--- src/rtl/inst_fetch_buffer.sv ---
// 2-wide instruction FIFO between fetch and decode, presenting up to two entries in program order.
// Optional macro FB_BYPASS_EN: when empty, the incoming pair is presented in the same cycle.
`ifndef PC_RESET
`define PC_RESET 32'h1c00_0000
`endif
`ifndef INST_NOP
`define INST_NOP 32'h0340_0000
`endif

module inst_fetch_buffer #(
  parameter int DEPTH = 8,
  parameter int PTR_W = 3
) (
  input  logic        clk,
  input  logic        rstn,
  input  logic        flush,
  input  logic        if_readygo,
  output logic        fb_allowin,
  input  logic [1:0]  if_valid,
  input  logic [31:0] if_pc0,
  input  logic [31:0] if_pc1,
  input  logic [31:0] if_inst0,
  input  logic [31:0] if_inst1,
  input  logic [1:0]  if_excp,
  input  logic [6:0]  if_exception,
  input  logic [31:0] if_badv,
  output logic        fb_readygo,
  input  logic        id_allowin,
  output logic [1:0]  fb_valid,
  output logic [31:0] fb_pc0,
  output logic [31:0] fb_pc1,
  output logic [31:0] fb_inst0,
  output logic [31:0] fb_inst1,
  output logic [1:0]  fb_excp,
  output logic [6:0]  fb_exception,
  output logic [31:0] fb_badv
);

  localparam int CNT_W = PTR_W + 1;

  logic [PTR_W-1:0] headPtr_q, headPtr_d, tailPtr_q, tailPtr_d;
  logic [CNT_W-1:0] count_q, count_d;

  logic [31:0] pcMem_q   [DEPTH];
  logic [31:0] instMem_q [DEPTH];
  logic        excpMem_q [DEPTH];
  logic [6:0]  excMem_q  [DEPTH];
  logic [31:0] badvMem_q [DEPTH];

  logic [PTR_W-1:0] headPlus1, tailPlus1;
  logic             pushEn, popEn, bypassConsume;
  logic [1:0]       pushNum, popNum;
  logic             wrEn0, wrEn1;
  logic [31:0]      wrPc0, wrInst0;
  logic             wrExcp0;
  logic [6:0]       slotExc0, slotExc1;
  logic [31:0]      slotBadv0, slotBadv1;

  assign headPlus1  = headPtr_q + PTR_W'(1);
  assign tailPlus1  = tailPtr_q + PTR_W'(1);
  assign fb_allowin = (count_q <= CNT_W'(DEPTH - 2));

`ifdef FB_BYPASS_EN
  // A bypassed pair that decode takes right away never occupies storage.
  assign bypassConsume = (count_q == '0) && if_readygo && id_allowin;
`else
  assign bypassConsume = 1'b0;
`endif

  assign pushEn = if_readygo && fb_allowin && !flush && !bypassConsume;
  assign popEn  = (count_q != '0) && id_allowin && !flush;

  always_comb begin
    wrEn0   = 1'b0;
    wrEn1   = 1'b0;
    wrPc0   = if_pc0;
    wrInst0 = if_inst0;
    wrExcp0 = if_excp[0];
    pushNum = 2'd0;
    if (pushEn) begin
      unique case (if_valid)
        2'b11: begin wrEn0 = 1'b1; wrEn1 = 1'b1; pushNum = 2'd2; end
        2'b01: begin wrEn0 = 1'b1; pushNum = 2'd1; end
        2'b10: begin
          // A lone slot1 instruction is compacted into the tail entry.
          wrEn0   = 1'b1;
          wrPc0   = if_pc1;
          wrInst0 = if_inst1;
          wrExcp0 = if_excp[1];
          pushNum = 2'd1;
        end
        default: ;
      endcase
    end
  end

  always_comb begin
    popNum = 2'd0;
    if (popEn) popNum = (count_q >= CNT_W'(2)) ? 2'd2 : 2'd1;
  end

  always_comb begin
    headPtr_d = headPtr_q + PTR_W'(popNum);
    tailPtr_d = tailPtr_q + PTR_W'(pushNum);
    count_d   = count_q + CNT_W'(pushNum) - CNT_W'(popNum);
    if (flush) begin
      headPtr_d = '0;
      tailPtr_d = '0;
      count_d   = '0;
    end
  end

  always_ff @(posedge clk) begin
    if (!rstn) begin
      headPtr_q <= '0;
      tailPtr_q <= '0;
      count_q   <= '0;
    end else begin
      headPtr_q <= headPtr_d;
      tailPtr_q <= tailPtr_d;
      count_q   <= count_d;
    end
  end

  always_ff @(posedge clk) begin
    if (wrEn0) begin
      pcMem_q[tailPtr_q]   <= wrPc0;
      instMem_q[tailPtr_q] <= wrInst0;
      excpMem_q[tailPtr_q] <= wrExcp0;
      excMem_q[tailPtr_q]  <= if_exception;
      badvMem_q[tailPtr_q] <= if_badv;
    end
    if (wrEn1) begin
      pcMem_q[tailPlus1]   <= if_pc1;
      instMem_q[tailPlus1] <= if_inst1;
      excpMem_q[tailPlus1] <= if_excp[1];
      excMem_q[tailPlus1]  <= if_exception;
      badvMem_q[tailPlus1] <= if_badv;
    end
  end

  always_comb begin
    fb_valid   = 2'b00;
    fb_pc0     = `PC_RESET;
    fb_inst0   = `INST_NOP;
    fb_pc1     = `PC_RESET;
    fb_inst1   = `INST_NOP;
    fb_excp    = 2'b00;
    slotExc0   = '0;
    slotExc1   = '0;
    slotBadv0  = '0;
    slotBadv1  = '0;
    fb_readygo = (count_q != '0);
    if (count_q >= CNT_W'(2)) begin
      fb_valid  = 2'b11;
      fb_pc0    = pcMem_q[headPtr_q];
      fb_inst0  = instMem_q[headPtr_q];
      fb_excp   = {excpMem_q[headPlus1], excpMem_q[headPtr_q]};
      slotExc0  = excMem_q[headPtr_q];
      slotBadv0 = badvMem_q[headPtr_q];
      fb_pc1    = pcMem_q[headPlus1];
      fb_inst1  = instMem_q[headPlus1];
      slotExc1  = excMem_q[headPlus1];
      slotBadv1 = badvMem_q[headPlus1];
    end else if (count_q == CNT_W'(1)) begin
      fb_valid  = 2'b01;
      fb_pc0    = pcMem_q[headPtr_q];
      fb_inst0  = instMem_q[headPtr_q];
      fb_excp   = {1'b0, excpMem_q[headPtr_q]};
      slotExc0  = excMem_q[headPtr_q];
      slotBadv0 = badvMem_q[headPtr_q];
    end
`ifdef FB_BYPASS_EN
    else if (if_readygo) begin
      fb_readygo = |if_valid;
      slotExc0   = if_exception;
      slotBadv0  = if_badv;
      slotExc1   = if_exception;
      slotBadv1  = if_badv;
      unique case (if_valid)
        2'b11: begin
          fb_valid = 2'b11;
          fb_pc0   = if_pc0;
          fb_inst0 = if_inst0;
          fb_pc1   = if_pc1;
          fb_inst1 = if_inst1;
          fb_excp  = if_excp;
        end
        2'b01: begin
          fb_valid = 2'b01;
          fb_pc0   = if_pc0;
          fb_inst0 = if_inst0;
          fb_excp  = {1'b0, if_excp[0]};
        end
        2'b10: begin
          fb_valid = 2'b01;
          fb_pc0   = if_pc1;
          fb_inst0 = if_inst1;
          fb_excp  = {1'b0, if_excp[1]};
        end
        default: ;
      endcase
    end
`endif
    // Report the oldest excepting presented entry.
    fb_exception = '0;
    fb_badv      = '0;
    if (fb_excp[0]) begin
      fb_exception = slotExc0;
      fb_badv      = slotBadv0;
    end else if (fb_excp[1]) begin
      fb_exception = slotExc1;
      fb_badv      = slotBadv1;
    end
  end

endmodule
--- config.mk ---
export PLATFORM = sky130hd
export DESIGN_NAME = inst_fetch_buffer
export DESIGN_NICKNAME = d
export VERILOG_FILES = /design/src/rtl/inst_fetch_buffer.sv
export SDC_FILE = /design/constraint.sdc
export NUM_CORES = 2
export LEC_CHECK = 0
export ABC_AREA = 0
export BUFFER_PORTS_ARGS = -buffer_cell sky130_fd_sc_hd__buf_4
export CAP_MARGIN = 10
export CORE_UTILIZATION = 45
export CTS_BUF_LIST = sky130_fd_sc_hd__clkbuf_4 sky130_fd_sc_hd__clkbuf_8
export DETAILED_ROUTE_END_ITERATION = 8
export PLACE_DENSITY_LB_ADDON = 0.08
export SLEW_MARGIN = 5
export SYNTH_ARGS = -nofsm -noshare
export SYNTH_HDL_FRONTEND = slang
export SYNTH_SLANG_ARGS = --single-unit
export TNS_END_PERCENT = 100
--- constraint.sdc ---
create_clock -name clk -period 14.8 [get_ports clk]
set_input_delay 0.74 -clock clk [delete_from_list [all_inputs] [get_ports clk]]
set_output_delay 0.74 -clock clk [all_outputs]
set_load 0.01 [all_outputs]
Word-level counts from Yosys, hierarchy flattened
Memory sizes are Yosys's and may differ from the RTL's. A register that Yosys moved wholly into a read port is not among the register bits.
Index checks and enable logic that the tools add are counted.
{"block": "word_totals", "input_bits": 176, "output_inout_bits": 173, "n_memories": 5, "mem_bits_rw": 832, "ff_bits": 10, "wordCells": 73}
{"memory": "badvMem_q", "depth": 8, "word_bits": 32, "read_ports": 2, "rd_clocked_by_memory_dff": 1, "wr": 2, "line": "48", "source": "logic [31:0] badvMem_q [DEPTH];"}
{"memory": "instMem_q", "depth": 8, "word_bits": 32, "read_ports": 2, "rd_clocked_by_memory_dff": 1, "wr": 2, "line": "45", "source": "logic [31:0] instMem_q [DEPTH];"}
{"memory": "pcMem_q", "depth": 8, "word_bits": 32, "read_ports": 2, "rd_clocked_by_memory_dff": 1, "wr": 2, "line": "44", "source": "logic [31:0] pcMem_q [DEPTH];"}
{"memory": "excMem_q", "depth": 8, "word_bits": 7, "read_ports": 2, "rd_clocked_by_memory_dff": 1, "wr": 2, "line": "47", "source": "logic [6:0] excMem_q [DEPTH];"}
{"memory": "excpMem_q", "depth": 8, "word_bits": 1, "read_ports": 2, "rd_clocked_by_memory_dff": 1, "wr": 2, "line": "46", "source": "logic excpMem_q [DEPTH];"}
{"block": "classes", "n_lt_le_gt_ge": 2, "mux": 43, "bitwise": 1, "n_addsub": 6, "n_eq_ne": 4, "reduce_logical": 9}
{"op": "2-to-1 mux 32 bit", "n": 15}
{"op": "2-to-1 mux 7 bit", "n": 5}
{"op": "2-to-1 mux 3 bit", "n": 5}
{"op": "2-to-1 mux 1 bit", "n": 12}
{"op": "2-to-1 mux 2 bit", "n": 5}
{"op": "adder 3 x 1 -> 3 bit (second input constant)", "n": 2}
{"op": "adder 3 x 2 -> 3 bit", "n": 2}
{"op": "adder 4 x 2 -> 4 bit", "n": 1}
{"op": "== test 2 bit (second input constant)", "n": 2}
{"op": "== test 4 x 1 -> 1 bit (second input constant)", "n": 1}
{"op": "greater-or-equal comparator 4 x 2 -> 1 bit (second input constant)", "n": 1}
{"op": "less-or-equal comparator 4 x 3 -> 1 bit (second input constant)", "n": 1}
{"op": "logical AND 1 bit", "n": 4}
{"op": "case mux 2 bit (2 select lines)", "n": 1}
{"op": "nonzero test 4 bit", "n": 1}
{"op": "OR reduction 2 bit", "n": 2}
{"op": "subtractor 4 x 2 -> 4 bit", "n": 1}
{"op": "OR reduction 3 bit", "n": 1}
{"op": "== test 2 x 1 -> 1 bit (second input constant)", "n": 1}
{"op": "zero test 1 bit", "n": 1}
{"op": "NOT 1 bit", "n": 1}

Longest topological paths before layout
{"block": "depth", "word_depth": 6, "ltp_mapped": 14, "depth_no_buf": 13}

Worst setup path before layout
Ideal clock, no wire load.
{"block": "synth_path", "path_type": "reg-to-reg", "start": "register count_q[3]", "end": "memory badvMem_q[2][0] (enable)", "required_ns": 14.080, "synth_period_minus_slack_ns": 9.835, "arrival_time_ns": 9.115, "stages_incl_launch_ff": 7, "setup_ns": 0.720, "setup_slack_ns": 4.965, "n_path_buf": 0, "path_cell_list": "dfxtp_1 inv_1 ha_1 and3_1 a2111oi_2 nand3b_1 o31ai_1"}
{"item": "start: declaration", "line": "42", "source": "logic [CNT_W-1:0] count_q, count_d;"}
{"item": "start signal: assignment", "line": "121", "source": "count_q <= count_d;"}
{"item": "end: declaration", "line": "48"}

Final worst setup path
{"block": "layout_path", "start": "register headPtr_q[0]", "end": "output port fb_badv[5]"}
{"block": "layout_via", "elab_chain_cells": 5, "word_cells_on_any_way": 7, "cone_classes": "1 x add/sub; 4 x mux; 2 x memory"}
{"item": "start: declaration", "line": "41", "source": "logic [PTR_W-1:0] headPtr_q, headPtr_d, tailPtr_q, tailPtr_d;"}
{"item": "start signal: assignment", "line": "119", "source": "headPtr_q <= headPtr_d;"}
{"item": "adder 3 x 1 -> 3 bit (*)", "line": "59", "source": "assign headPlus1 = headPtr_q + PTR_W'(1);"}
{"item": "memory (8 x 32 bit) or memory (8 x 1 bit) (tied branches)"}
{"item": "2-to-1 mux 32 bit or 2-to-1 mux 2 bit (tied branches)", "line": "154", "source": "if (count_q >= CNT_W'(2)) begin"}
{"item": "2-to-1 mux 32 bit (*)", "line": "211", "source": "end else if (fb_excp[1]) begin"}
{"item": "2-to-1 mux 32 bit (*)", "line": "208", "source": "if (fb_excp[0]) begin"}
{"item": "end: declaration", "line": "36", "source": "output logic [31:0] fb_badv"}
Mark *: on every way between the ends. The rest lies on a longest branch, timed or not.

==> impl_metrics.toml <==
[status]
status = "finished clean"

[setup_path]
cp-end-kind = "output port"
slowest_delay_ns = 1.00
crit_required_ns = 14.06
critPathMostFrequentCell = "buf_4"
slowest_stage = "buf_4"
cp.arrival_ns = 5.71
startpoint_type = "flip-flop"
crit_chain = "ha_4, buf_4, buf_4, mux2i_1, a22oi_1, nand2_1, o22ai_1, buf_4"
worst-path-buf-inv = 3
worst-setup-path-type = "flip-flop to output port"
worst-path-max-fanout = 64
cpLargestDelayFamily = "buffers and inverters"

[final_layout]
ff_latch_area_um2 = 25200
multi_input_area_um2 = 19130
drive_above_1_share_pct = 32.27
layout.nets = 3254
fillers = 8301
area_delta_synth_final_pct = 14.64

[sta]
relSlewSlack_pct = 20.78
rsz0062_at_grt = "false"
setup_slack_ns = 8.354
min_period_over_period_pct = 43.56
hold_viol_final = 0
drv_slew = 0
setup-violations-final = 0
max_freq_mhz = 155.1
whs_ns = 0.1357
tns_ns = 0
worst_pin_slew_ns = 1.188
period_minus_slack_ns = 6.446
clock_skew_ns = 0.02848

[synth]
ys_seq_elements = 842
synth-async-reset-ratio_pct = 0
syn_inst = 2713
synthDistinctLibCells = 38
ys_seq_area_share_pct = 55.48
synth_edf_count = 832
synth_warnings = 0
synth_nets = 2906
synth_area_um2 = 45390
syn_avg_cell_area_um2 = 16.73
synth_ff_type = "edfxtp_1"

[route]
antenna_left = 0
drt_iter0_markers = 2126
remaining_drc_errors = 0
avgViaCountPerCell = 6.171
drt-total-wl_um = 134900
vias = 27641
routedWlPerCell_um = 30.12
drtPass1Iterations = 7

[clocking]
root_buffer = "clkbuf_8"
cts_setup_buffers = 0
clk_path_buf_depth = 3
ctsHoldBuffers = 0
cts_tree = "built"
cts_resized = 0
clk_latency_ns = 0.84
cts_buffers = 154
path_clk_slew_ns = 0.06
h-tree-depth = 4
clkSinkCount = 842

[placed_design]
gp_congestion = 0.7749
post-place-ws_ns = 9.035
dp_hpwl_um = 73710
port_buffers = 348

[power]
cellLeakagePower_nw = 16.68
total_power_mw = 5.469
internal_power_mw = 4.082
switchingPower_mw = 1.386
ir_drop_v = 0.00008573
power_density_nw_per_um2 = 105.1
combinationalPowerShare_pct = 12.0
seqPwrFrac_pct = 49.0
clkPwrFrac_pct = 39.0
switching_share_pct = 25.35

[floorplan]
die_h_um = 319.6
coreArea_um2 = 100000
start_util_pct = 45.39
design.die.area_um2 = 102100
io_pins = 349
chipWidth_um = 319.6
rows = 116

[min_path]
worstHoldPathType = "input port to flip-flop"

[grt]
grt_max_degree = 127
grt.total_usage_pct = 26.48
antenna_found_initial = 17
grt_pass1_wl_um = 197100
grt_pass1_vias = 29361
grt.overflow.total = 0

[flow_run]
max-cap-violations = 0
-- layer usage --
metal | share of wire, % | track usage, % | up-vias
met4 | 2.1 | 7.628 | 24
met5 | 0.11 | 0 | -
met3 | 6.5 | 6.231 | 220
li1 | - | - | 11783
met2 | 50 | 44.86 | 905
met1 | 41 | 33.83 | 14709
-- power by group through the flow --
stage               Clock (mW)  Combinational, mW  Sequential (mW)
finish                    2.13              0.657             2.68
global route              2.28              0.700             2.68
CTS                       2.19              0.664             2.68
detailed placement           0              0.661             2.73
global placement             0              0.651             2.73
floorplan                    0              0.334             2.73
-- final cells by class --
cell class                      instances  share of cell area, %
Sequential cell                       842                  48.42
Timing Repair Buffer                  408                  5.934
Clock inverter                         61                 0.7069
Antenna cell                            8                0.03847
Multi-Input combinational cell       1634                  36.77
Tap cell                             1298                  3.121
Inverter                               21                 0.1515
Clock buffer                          207                  4.862
-- worst paths after layout --
check	slack, ns	cells after the start	startpoint	to
max	8.35	8	headPtr_q[0]$_SDFF_PP0_	fb_badv[5]
min reg2reg	0.71	2	count_q[0]$_SDFF_PP0_	count_q[0]$_SDFF_PP0_
min	0.14	1	if_badv[17]	badvMem_q[2][17]$_DFFE_PP_
max reg2reg	10.57	7	tailPtr_q[0]$_SDFF_PP0_	pcMem_q[0][21]$_DFFE_PP_
-- placed cells by master, fill, tap and decap left out, types with 63 or more instances in the layout --
cell	Yosys	layout
a21oi_1	63	63
a22oi_1	78	78
buf_4	46	406
clkbuf_8	0	156
edfxtp_1	832	832
mux2_1	520	520
mux2i_1	264	264
mux4_2	336	336
nand2_1	179	179
nor2_1	77	66
-- sequential cells by signal, summed over array words and instances (netlist names) --
name,count
excMem_q,56
badvMem_q,256
pcMem_q,256
count_q,4
instMem_q,256
excpMem_q,8
headPtr_q,3
tailPtr_q,3
-- cells in the mapped netlist, types with 13 or more instances --
master    count  area [um^2]
buf_4        46        345.3
a22oi_1      78        585.6
nand3_1      16        80.08
inv_1        16        60.06
buf_6        17        191.4
buf_2       100        500.5
mux2i_1     264         2643
buf_1        16        60.06
mux4_2      336         7567
o22ai_1      29        181.4
nand2_1     179        671.9
a21oi_1      63        315.3
ha_1         13        162.7
clkbuf_1     37        138.9
mux2_1      520         5856
nor2_1       77        289.0
edfxtp_1    832        24980
-- metrics by stage --
step	utilization, %	cell area [um^2]	cells
after global routing	52.03	52030	4476
after CTS	52.02	52020	4471
after detailed placement	49.12	49120	4203
after global placement	49.12	49120	4203
final	52.04	52040	4479
after floorplan	-	45390	2713
-- worst reg2reg max path, cell delays in order (launching register included) --
cell     delay [ns]
dfxtp_1        0.84
ha_1           0.33
xor2_1         0.09
nor2_1         0.26
a31oi_1        0.18
nor2_4         0.88
buf_4          0.95
mux2_1         0.45
-- logic make-up (layout without fill, tap and decap cells) --
family | count (synthesis) | after routing | share of synthesized area (%)
and+or+nand+nor | 293 | 293 | 2.597
DFF | 842 | 842 | 55.48
buffers and inverters | 237 | 697 | 2.897
adders and majority gates | 17 | 17 | 0.5348
xor gates and xnor gates | 8 | 8 | 0.1709
AOI/OAI and AO/OA | 196 | 196 | 2.925
muxes | 1120 | 1120 | 35.39
other | 0 | 8 | 0
Power figures use the tool's default switching activity.
